===== src/rtl/geig_frame_packer.sv =====
// geig_frame_packer: turns each 10 Hz tick into a byte-serial frame
//   A5 5A SEQ D0..D9 [CSUM] with a valid/ready handshake on the byte port.
// Optional feature macro: GEIG_FRAME_CSUM_EN appends an 8-bit checksum
// (sum of SEQ and the ten data bytes) as the last byte of the frame.
module geig_frame_packer (
    input  logic        CLK_1MHZ,
    input  logic        RESET,
    input  logic        CLK_10HZ,
    input  logic [79:0] G_DATA_STACK,
    input  logic        BYTE_READY,
    output logic [7:0]  BYTE_OUT,
    output logic        BYTE_VALID,
    output logic        FRAME_ACTIVE,
    output logic [7:0]  OVERRUN_CNT
);

    localparam int unsigned DATA_W = 80;
    localparam int unsigned BYTE_W = 8;
    localparam int unsigned IDX_W  = 4;

    localparam logic [BYTE_W-1:0] HDR0_BYTE = 8'hA5;
    localparam logic [BYTE_W-1:0] HDR1_BYTE = 8'h5A;
    localparam logic [IDX_W-1:0]  LAST_IDX  = 4'd9;

    typedef enum logic [2:0] {
        ST_IDLE,
        ST_HDR0,
        ST_HDR1,
        ST_SEQ,
        ST_DATA
`ifdef GEIG_FRAME_CSUM_EN
        ,
        ST_CSUM
`endif
    } state_t;

    state_t              r_state;
    state_t              w_state_nx;
    logic                r_sync1;
    logic                r_sync2;
    logic                r_sync3;
    logic [1:0]          r_warm;
    logic                r_trig;
    logic [DATA_W-1:0]   r_buf;
    logic [IDX_W-1:0]    r_idx;
    logic [IDX_W-1:0]    w_idx_nx;
    logic [IDX_W-1:0]    w_idx_inc;
    logic [DATA_W-1:0]   w_data_sh;
    logic [BYTE_W-1:0]   r_byte;
    logic [BYTE_W-1:0]   w_byte_nx;
    logic                r_valid;
    logic                w_valid_nx;
    logic                r_active;
    logic                w_active_nx;
    logic [BYTE_W-1:0]   r_seq;
    logic [BYTE_W-1:0]   w_seq_nx;
    logic [BYTE_W-1:0]   r_ovr;
    logic                w_load;
    logic                w_xfer;
`ifdef GEIG_FRAME_CSUM_EN
    logic [BYTE_W-1:0]   r_csum;
    logic [BYTE_W-1:0]   w_csum_nx;
`endif

    assign BYTE_OUT     = r_byte;
    assign BYTE_VALID   = r_valid;
    assign FRAME_ACTIVE = r_active;
    assign OVERRUN_CNT  = r_ovr;

    assign w_xfer    = r_valid & BYTE_READY;
    assign w_idx_inc = IDX_W'(r_idx + 4'd1);
    assign w_data_sh = r_buf << {w_idx_inc, 3'b000};

    // Synchronise the tick and register a one-cycle rising-edge pulse; the
    // warm-up count hides a level that is already high when reset releases.
    always_ff @(posedge CLK_1MHZ or posedge RESET) begin
        if (RESET) begin
            r_sync1 <= 1'b0;
            r_sync2 <= 1'b0;
            r_sync3 <= 1'b0;
            r_warm  <= 2'd0;
            r_trig  <= 1'b0;
        end else begin
            r_sync1 <= CLK_10HZ;
            r_sync2 <= r_sync1;
            r_sync3 <= r_sync2;
            r_warm  <= (r_warm == 2'd3) ? 2'd3 : 2'(r_warm + 2'd1);
            r_trig  <= r_sync2 & ~r_sync3 & (r_warm == 2'd3);
        end
    end

    // State register with its registered outputs, buffer and sequence.
    always_ff @(posedge CLK_1MHZ or posedge RESET) begin
        if (RESET) begin
            r_state  <= ST_IDLE;
            r_buf    <= '0;
            r_idx    <= '0;
            r_byte   <= '0;
            r_valid  <= 1'b0;
            r_active <= 1'b0;
            r_seq    <= '0;
`ifdef GEIG_FRAME_CSUM_EN
            r_csum   <= '0;
`endif
        end else begin
            r_state  <= w_state_nx;
            r_idx    <= w_idx_nx;
            r_byte   <= w_byte_nx;
            r_valid  <= w_valid_nx;
            r_active <= w_active_nx;
            r_seq    <= w_seq_nx;
`ifdef GEIG_FRAME_CSUM_EN
            r_csum   <= w_csum_nx;
`endif
            if (w_load) begin
                r_buf <= G_DATA_STACK;
            end
        end
    end

    // Next-state and next-output logic; each byte advances only on a transfer.
    always_comb begin
        w_state_nx  = r_state;
        w_idx_nx    = r_idx;
        w_byte_nx   = r_byte;
        w_valid_nx  = r_valid;
        w_active_nx = r_active;
        w_seq_nx    = r_seq;
        w_load      = 1'b0;
`ifdef GEIG_FRAME_CSUM_EN
        w_csum_nx   = r_csum;
`endif
        case (r_state)
            ST_IDLE: begin
                if (r_trig) begin
                    w_state_nx  = ST_HDR0;
                    w_load      = 1'b1;
                    w_idx_nx    = '0;
                    w_byte_nx   = HDR0_BYTE;
                    w_valid_nx  = 1'b1;
                    w_active_nx = 1'b1;
                end
            end
            ST_HDR0: begin
                if (w_xfer) begin
                    w_state_nx = ST_HDR1;
                    w_byte_nx  = HDR1_BYTE;
                end
            end
            ST_HDR1: begin
                if (w_xfer) begin
                    w_state_nx = ST_SEQ;
                    w_byte_nx  = r_seq;
`ifdef GEIG_FRAME_CSUM_EN
                    w_csum_nx  = r_seq;
`endif
                end
            end
            ST_SEQ: begin
                if (w_xfer) begin
                    w_state_nx = ST_DATA;
                    w_idx_nx   = '0;
                    w_byte_nx  = r_buf[DATA_W-1 -: BYTE_W];
                end
            end
            ST_DATA: begin
                if (w_xfer) begin
`ifdef GEIG_FRAME_CSUM_EN
                    w_csum_nx = BYTE_W'(r_csum + r_byte);
`endif
                    if (r_idx == LAST_IDX) begin
`ifdef GEIG_FRAME_CSUM_EN
                        w_state_nx = ST_CSUM;
                        w_byte_nx  = BYTE_W'(r_csum + r_byte);
`else
                        w_state_nx  = ST_IDLE;
                        w_byte_nx   = '0;
                        w_valid_nx  = 1'b0;
                        w_active_nx = 1'b0;
                        w_seq_nx    = BYTE_W'(r_seq + 8'd1);
`endif
                    end else begin
                        w_idx_nx  = w_idx_inc;
                        w_byte_nx = w_data_sh[DATA_W-1 -: BYTE_W];
                    end
                end
            end
`ifdef GEIG_FRAME_CSUM_EN
            ST_CSUM: begin
                if (w_xfer) begin
                    w_state_nx  = ST_IDLE;
                    w_byte_nx   = '0;
                    w_valid_nx  = 1'b0;
                    w_active_nx = 1'b0;
                    w_seq_nx    = BYTE_W'(r_seq + 8'd1);
                end
            end
`endif
            default: begin
                w_state_nx  = ST_IDLE;
                w_valid_nx  = 1'b0;
                w_active_nx = 1'b0;
            end
        endcase
    end

    // Count triggers that arrive while a frame is still in flight, saturating.
    always_ff @(posedge CLK_1MHZ or posedge RESET) begin
        if (RESET) begin
            r_ovr <= '0;
        end else if (r_trig && (r_state != ST_IDLE) && (r_ovr != 8'hFF)) begin
            r_ovr <= BYTE_W'(r_ovr + 8'd1);
        end
    end

endmodule


===== config.mk =====
export PLATFORM = sky130hd
export DESIGN_NAME = geig_frame_packer
export DESIGN_NICKNAME = d
export VERILOG_FILES = /design/src/rtl/geig_frame_packer.sv
export SDC_FILE = /design/constraint.sdc
export NUM_CORES = 1
export LEC_CHECK = 0
export CAP_MARGIN = 40
export CORE_MARGIN = 4
export CORE_UTILIZATION = 59
export CTS_BUF_LIST = sky130_fd_sc_hd__clkbuf_8
export DETAILED_ROUTE_END_ITERATION = 6
export DONT_BUFFER_PORTS = 1
export GPL_TIMING_DRIVEN = 1
export MAX_ROUTING_LAYER = met4
export PLACE_DENSITY = 0.76
export SYNTH_ARGS = -nofsm -noshare
export SYNTH_HDL_FRONTEND = slang
export SYNTH_SLANG_ARGS = --single-unit

===== constraint.sdc =====
create_clock -name CLK_1MHZ -period 3.7 [get_ports CLK_1MHZ]
set_clock_uncertainty 0.2 [all_clocks]
set_input_delay 0.555 -clock CLK_1MHZ [delete_from_list [all_inputs] [get_ports CLK_1MHZ]]
set_output_delay 0.555 -clock CLK_1MHZ [all_outputs]
set_load 0.02 [all_outputs]

Word-level counts from Yosys, hierarchy flattened --
Cells that the tools add are included.
Word-level totals: register bits after elaboration 118, bits of input ports 84, output and inout bits 18, word-level logic and storage cells 74
Cells by class: add/subtract/negate cells 4, equal/unequal tests 14, shifts and indexed selects 1, mux-type cells 26, bitwise logic cells 5, reduce and logical (&&, ||, !) cells 12
Operator list (count):
- $shl 80x7->80 | 1
- $mux 8 | 6
- $pmux 8 s5 | 1
- $mux 3 | 6
- $add 8x1->8 const B | 2
- $mux 4 | 4
- $pmux 3 s5 | 1
- $ne 2x2->1 const B | 7
- $pmux 4 s3 | 1
- $reduce_and 6->1 | 2
- $ne 8x8->1 const B | 1
- $eq 3x2->1 const B | 2
- $reduce_bool 3->1 | 2
- $mux 1 | 5
- $reduce_and 5->1 | 1
- $reduce_bool 5->1 | 1
- $add 4x1->4 const B | 1
- $eq 4x4->1 const B | 1
- $reduce_and 4->1 | 1
- $and 1x1->1 | 3
- $eq 3x1->1 const B | 1
- $eq 3x3->1 const B | 1
- $logic_not 3->1 | 1
- $pmux 1 s3 | 1
- 7 further kinds | 9

Longest topological paths before layout --
depth after elaboration 5, gate-level depth with buffers 8, gate-level depth less buffers 7

Least setup slack after synthesis --
Ideal clock, no wire load.
kind register -> register, start point register r_idx[0], end point register r_byte[1] (netlist: BYTE_OUT[1]), setup time 0.135 ns, arrival 1.863 ns, data required time 3.365 ns, slack 1.502 ns, stages on the path, launching flop included 7, buffers on the path 1, period minus slack after synthesis 2.198 ns, path through dfrtp_1 -> ha_1 -> xor2_1 -> buf_4 -> mux4_2 -> nor2_1 -> o311ai_1
On the way: longest elaborated chain between the ends 5, elaborated cells on any way between the ends 6, classes of those cells add/sub: 1; eq/ne: 1; shift: 1; mux: 3
RTL lines:
- start: declaration | line 45 | logic [IDX_W-1:0] r_idx;
- start signal: assignment | line 107 | r_idx <= w_idx_nx;
- $add 4x1->4 | line 71 | assign w_idx_inc = IDX_W'(r_idx + 4'd1);
- $shl 80x7->80 | line 72 | assign w_data_sh = r_buf << {w_idx_inc, 3'b000};
- $mux 8 * | line 171 | if (r_idx == LAST_IDX) begin
- $mux 8 * | line 167 | if (w_xfer) begin
- $pmux 8 s5 * | line 133 | case (r_state)
- end signal: assignment | line 108 | r_byte <= w_byte_nx;
- end: declaration | line 49 | logic [BYTE_W-1:0] r_byte;
Every way passes the cells marked *; elsewhere a longest branch is shown, timed or not. The select of a mux whose other input is x is not followed. A chain may end at the register's enable or synchronous reset.

Final worst setup path --
start point register r_idx[0], end point register r_byte[2] (netlist: BYTE_OUT[2])
The elaborated chain is that of the path after synthesis.

==> results.md <==
* Pre-CTS setup slack at 1.12 ns
* Leading cell types by total area after synthesis: sky130_fd_sc_hd__dfrtp_1 (53%), sky130_fd_sc_hd__mux2_2 (19%), sky130_fd_sc_hd__mux2i_1 (2.3%), sky130_fd_sc_hd__nor2_1 (2.2%), sky130_fd_sc_hd__mux4_2 (2.0%)
* Cell variety after synth at 49
* Final setup fails at 0
* Vertical die dimension at 105 µm
* Detailed Route WL at 11900 µm
* Worst-margin pin slew at 0.591 ns
* Result of the run: completed
* Worst path arrival time at 2.71 ns
* Min Hold Slack at 0.0713 ns
* Overall die area at 11000 µm²
* Startpoint of the lowest-slack register-to-register path: r_idx[0]
* Top cell type by total area after synthesis: sky130_fd_sc_hd__dfrtp_1
* Unrepaired setup endpoints after global routing: false
* Clock tree sinks at 118
* Post-placement cell area at 5670 µm²
* Share of flip-flops with an asynchronous set or reset at 100%
* Number of top-level pins at 102
* Max-Slew Margin vs Limit at 60.4%
* Post-Synthesis Net Count at 523
* Fraction of the yosys area taken by sequential cells at 53.3%
* Time the final worst path needs with I/O delays and setup at 2.62 ns
* Worst hold path startpoint: G_DATA_STACK[1]
* First-iteration detailed-routing DRC count at 221
* Count of flip-flops with a built-in enable after synthesis at 0
* Post-CTS resize count at 0
* Post-detailed-placement half-perimeter wirelength at 8910 µm
* Relative area change from synthesis to final layout at 9.85%
* Number of buffer cells added on primary ports at 0
* Startpoint of the worst setup timing path: r_idx[0]
* Dominant cell by count in the synthesized netlist: sky130_fd_sc_hd__dfrtp_1
* Maximum vdd ir drop at 0.453 mV
* Number of standard cells after synthesis at 435
* Layout cells sized above 1 at 33.2%
* Setup TNS after final layout at 0 ns
* Required time at the worst-slack endpoint at 3.78 ns
* Area of the core at 9200 µm²
* Clock tree root buffer cell: sky130_fd_sc_hd__clkbuf_8
* Count of warnings emitted by yosys at 0
* H-tree Lvls at 4
* Residual overflow from global routing at 0
* Number of search-and-repair iterations in the first detailed-routing pass at 5
* CP max FO at 33
* Share of Yosys cell area claimed by the top area cell type at 53.3%
* Summed instance area of the synthesized netlist at 5540 µm²
* Remaining antenna violation count after routing at 0
* Vias at 3500
* Final Wtd Congestion at 0.880
* Most frequent cells after synthesis: sky130_fd_sc_hd__dfrtp_1 (118), sky130_fd_sc_hd__mux2_2 (93), sky130_fd_sc_hd__nor2_1 (33)
* Wire length per cell after detailed routing at 21.1 µm
* Clk Latency, worst-skew pair at 0.43 ns
* GRT Total Usage at 24.0%
* Per-cell via count in the routed design at 6.22
* Total chip power at 4.94 mW
* Global-route wire length before repair at 19600 µm
* Starting density of the core at 60.2%
* Sort of element at the end of the critical path: flip-flop
* Share of the clock period used by the worst path after layout at 70.9%
* DRC errors left at 0
* Highest clock rate at 0.381 GHz
* Maximum number of pins on one net before global-route repair at 71
* Maxcap violations at 0
* Die W at 105 µm
* Hold WC Path Type: in2reg
* Via count of the first global-routing pass at 3733
* Pwr dens at 812 nW/µm²
* Max Buffers Root-to-Sink at 2
* Initial antenna violation count at 0
* Standard-cell rows at 35
* Critical Setup Path Class: reg2reg
* Synthesis-stage register bit count at 118
* CTS tree: yes
* Synthesized area per cell at 12.7 µm²
* Leakage power figure at 2.65 nW
* Final layout net count at 529
* Setup ws final at 1.08 ns
* Most instantiated flip-flop cell in the synthesis netlist: sky130_fd_sc_hd__dfrtp_1
* Number of pins exceeding their max-slew limit in the final report at 0
* Clock slew at the register clock pins of the worst setup and hold paths at 0.07 ns
* Final design instance area without fill at 6080 µm²
* CTS Buf Count at 17
* Final hold vios at 0
* ANT cells at 0
* Type of origin of the critical path: flip-flop
==> flip-flops by register name, indices dropped and copies added, names as in the netlist <==
| name | count |
|---|---|
| r_idx | 4 |
| r_sync2 | 1 |
| FRAME_ACTIVE | 1 |
| r_sync1 | 1 |
| r_buf | 80 |
| OVERRUN_CNT | 8 |
| r_trig | 1 |
| r_warm | 2 |
| r_seq | 8 |
| r_sync3 | 1 |
| r_state | 3 |
| BYTE_OUT | 8 |
==> worst max-delay path, stage by stage (launching register included) <==
cell	delay [ns]
sky130_fd_sc_hd__dfrtp_1	0.49
sky130_fd_sc_hd__buf_4	0.24
sky130_fd_sc_hd__ha_1	0.29
sky130_fd_sc_hd__buf_4	0.39
sky130_fd_sc_hd__mux2_2	0.41
sky130_fd_sc_hd__o2111ai_1	0.28
sky130_fd_sc_hd__a41oi_1	0.17
==> cell usage in the layout, fill, tap and decap left out, drive strengths merged, types with 4 or more instances in the layout <==
master  instances
clkinv          4
nand2          18
o21ai          11
o311ai          4
mux2i          13
mux2           93
mux4            8
ha              4
a21oi          17
a22oi           4
buf             9
clkbuf         21
nand4          12
nor2           33
or2             5
nand3          10
xor2           10
inv             7
xnor2           8
nor3            7
dfrtp         118
==> path summary, 6_finish.rpt <==
kind                                to  slack (ns)  cells after the start
hold / removal                r_buf[1]        0.07                      1
setup / recovery           BYTE_OUT[2]        1.08                      6
setup reg to reg           BYTE_OUT[2]        1.08                      6
hold reg to reg                r_sync2        0.17                      0
max in group asynchronous     r_buf[5]        2.33                      3
min in group asynchronous    r_buf[31]        0.34                      2
==> cell families (layout without fill, tap and decap cells) <==
kind of cell               count (synthesis)  after routing  synth area share (%)
adders and majority gates                  4              4                 0.904
buffers and inverters                     31             48                  2.89
AOI/OAI and AO/OA                         52             52                  6.08
muxes                                    114            114                  24.7
and+or+nand+nor                           98             98                  9.26
DFF                                      118            118                  53.3
xor gates and xnor gates                  18             18                  2.85
==> layer usage <==
layer | vias to the layer above | GRT usage, % | routed length (µm)
li1 | 1584 | - | -
met4 | 0 | 8.72 | 303
met5 | - | - | 0
met3 | 29 | 8.21 | 873
met2 | 142 | 37.2 | 5930
met1 | 1745 | 29.3 | 4790
==> per-stage QoR <==
stage | std cells | util (%)
2_1_floorplan | 435 | -
3_3_place_gp | 530 | 61.5
3_5_place_dp | 531 | 61.7
4_1_cts | 563 | 66.2
5_1_grt | 563 | 66.2
6_report | 563 | 66.2
==> report_power, final <==
group	internal, mW	switching (mW)	total [mW]
combinational	0.801	0.592	1.39
sequential	1.83	0.559	2.39
clock	0.657	0.500	1.16
==> cell type report <==
class,instances,area (µm²)
timing repair buffer,11,138
inverter,7,30.0
clock inverter,9,103
tap,111,139
multi-input combinational,286,2430
sequential,118,2950
clock buffer,21,289
fill,667,3110
==> what timing repair did <==
item                       in CTS  in global routing
hold endpoints to repair        9                  0
setup endpoints to repair       0                  0
buffers inserted                0                  0
hold buffers                    2                  0
Note: power is estimated with default switching activity, not from simulation.
==> patch (same flow settings) <==
Make the reset (`RESET`) synchronous in 3 clocked blocks.
--- a/src/rtl/geig_frame_packer.sv
+++ b/src/rtl/geig_frame_packer.sv
@@ -75,3 +75,3 @@
     // warm-up count hides a level that is already high when reset releases.
-    always_ff @(posedge CLK_1MHZ or posedge RESET) begin
+    always_ff @(posedge CLK_1MHZ) begin
         if (RESET) begin
@@ -92,3 +92,3 @@
     // State register with its registered outputs, buffer and sequence.
-    always_ff @(posedge CLK_1MHZ or posedge RESET) begin
+    always_ff @(posedge CLK_1MHZ) begin
         if (RESET) begin
@@ -207,3 +207,3 @@
     // Count triggers that arrive while a frame is still in flight, saturating.
-    always_ff @(posedge CLK_1MHZ or posedge RESET) begin
+    always_ff @(posedge CLK_1MHZ) begin
         if (RESET) begin
Function: differs if RESET is asserted again (counterexample within 10 cycles, from zero or initial values and one cycle with RESET high); with RESET held inactive, the same outputs for 10 cycles.
==> patch against the original RTL <==
Routed wire length up 11%; worst setup slack worse by 0.045 ns; sequential cell count unchanged; via count up 29%; sequential share of layout area down 8.1 points; count of clock-buffer cells in the layout down 3; cell area down 3.9%; first-iteration DRC count up 58%; critical endpoint is now BYTE_OUT[6]$_SDFFE_PP0P_; area after synthesis down 2.7%.
Power is not compared: it rests on default switching activity, and its combinational part moved more than twofold at a synthesized area within 25%.
==> patch: results (changes against the original RTL) <==
<table>
<tr><th>Metric</th><th>Value</th></tr>
<tr><th colspan="2">Global routing</th></tr>
<tr><td>Pin count of the biggest net entering global routing</td><td>103 (+45%)</td></tr>
<tr><td>Vias in the first global route</td><td>4,238 (+14%)</td></tr>
<tr><td>Wire length of the first global-routing pass</td><td>21.6 mm (+10%)</td></tr>
<tr><td>Combined global-route utilization of all metal layers</td><td>25.5% (+1.5 points)</td></tr>
<tr><th colspan="2">Route</th></tr>
<tr><td>Post-DR wirelength/cell</td><td>17.9 um (-15%)</td></tr>
<tr><td>Number of design-rule violations left by the first detailed-router iteration</td><td>350 (+58%)</td></tr>
<tr><td>Number of vias in the routed layout</td><td>4,531 (+29%)</td></tr>
<tr><th colspan="2">Place</th></tr>
<tr><td>HPWL reported at the end of detailed placement</td><td>9.17 mm (+3.0%)</td></tr>
<tr><td>PortBufs</td><td>0 (unchanged)</td></tr>
<tr><td>Placed cells</td><td>703 (+32%)</td></tr>
<tr><td>Final weighted congestion of routability-driven global placement</td><td>0.943 (+7.2%)</td></tr>
<tr><th colspan="2">Layout</th></tr>
<tr><td>Largest register FFs</td><td>80 (unchanged)</td></tr>
<tr><td>Final cell count without fillers</td><td>737 (+31%)</td></tr>
<tr><td>Final #Nets</td><td>704 (+33%)</td></tr>
<tr><td>Layout cell share with drive strength beyond 1</td><td>11.8% (-21 points)</td></tr>
<tr><th colspan="2">STA</th></tr>
<tr><td>Relative slew slack</td><td>43.6% (-17 points)</td></tr>
<tr><th colspan="2">Synthesis</th></tr>
<tr><td>Cell variety after synth</td><td>53 (+8.2%)</td></tr>
<tr><td>Share of async-settable or async-resettable flops after synthesis</td><td>0% (-100 points)</td></tr>
<tr><td>Seq/Total Area, Yosys</td><td>43.8% (-9.5 points)</td></tr>
<tr><td>Syn Nets</td><td>729 (+39%)</td></tr>
<tr><td>Mapped Avg Cell Area</td><td>8.41 sq um (-34%)</td></tr>
<tr><td>Most area-consuming cells after synthesis</td><td>dfxtp_1, nand2_1, a21oi_1</td></tr>
<tr><td>Most common library cells after synthesis</td><td>nand2_1, dfxtp_1, a21oi_1</td></tr>
<tr><th colspan="2">Status</th></tr>
<tr><td>Result of the run</td><td>finished clean</td></tr>
<tr><th colspan="2">Worst setup path</th></tr>
<tr><td>Largest fanout on the critical path</td><td>23 (-30%)</td></tr>
<tr><td>Cell family with most CP delay</td><td>flip-flops</td></tr>
<tr><td>Critical Path Slowest Stage Cell</td><td>dfxtp_2</td></tr>
<tr><td>Arrival @ worst endpoint</td><td>2.77 ns (+0.06 ns)</td></tr>
<tr><th colspan="2">Clock tree</th></tr>
<tr><td>Number of clock buffers inserted by TritonCTS</td><td>17 (unchanged)</td></tr>
<tr><td>CTS HTree Levels</td><td>4 (unchanged)</td></tr>
<tr><th colspan="2">Hold path</th></tr>
<tr><td>Hold Path Cell Cnt</td><td>2 (+1)</td></tr>
<tr><th colspan="2">Power</th></tr>
<tr><td>Lkg Pwr</td><td>around 0.0019 uW</td></tr>
</table>
[patch: changes by cell type in the layout (fill, tap and decap cells not counted), sizes merged, moves of 17 or more]
cell and change:
dfrtp -118, mux2 -79, nor2 -17, nand2 +153
a21oi +86, dfxtp +118
[patch: final timing paths]
| kind | from | end | slack (ns) |
|---|---|---|---|
| max reg2reg | r_idx[0]$_SDFFE_PP0P_ | BYTE_OUT[6]$_SDFFE_PP0P_ | 1.03 |
| max | r_idx[0]$_SDFFE_PP0P_ | BYTE_OUT[6]$_SDFFE_PP0P_ | 1.03 |
| min | G_DATA_STACK[5] | r_buf[5]$_SDFFE_PP0P_ | 0.04 |
| min reg2reg | r_sync3$_SDFF_PP0_ | r_trig$_SDFF_PP0_ | 0.19 |
[patch: cell families (layout without fill, tap and decap cells)]
kind of cell    after synthesis  in the layout  synth area share [%]
simple gates                272            272                  23.2
compound gates              150            150                  15.7
flops                       118            118                  43.8
buf+inv                      54             42                  4.25
mux                          35             35                  10.6
xor+xnor                      8              8                  1.44
fa+ha+maj                     4              4                 0.929
[patch: area by class of cell]
type	instances	area, sq um
inverter	4	15.0
timing repair buffer	6	80.1
sequential	118	2360
clock inverter	14	200
tap	108	135
multi-input combinational	469	2810
clock buffer	18	248
fill	740	2960
[patch: worst reg2reg max path, delay by kind of cell (launching register included)]
family | cells | cell delay [ns]
adder cells (fa/ha/maj) | 1 | 0.38
AO/OA/AOI/OAI | 2 | 0.29
flip-flops | 1 | 0.48
buffers and inverters | 1 | 0.39
multiplexers | 1 | 0.39
XOR/XNOR | 1 | 0.41
[patch: routing by layer]
metal  up-vias  wire length, um  track usage, %
met5         -                0               -
met4         0              115            5.51
met3        16              892            6.65
met2       170             6380            39.7
met1      2151             5800            33.9
li1       2194                -               -
[patch: through the flow]
stage          area, sq um  setup slack [ns]  util, %
2_1_floorplan         5390              1.30        -
3_3_place_gp          5360              1.16     60.9
3_5_place_dp          5360              1.08     60.9
4_1_cts               5850              1.03     66.4
5_1_grt               5850             0.799     66.4
6_report              5850              1.03     66.4
[patch: power by group]
part | switching [uW] | internal, uW
logic | 27.6 | 12.9
clock network | 555 | 761
registers | 6.36 | 1280
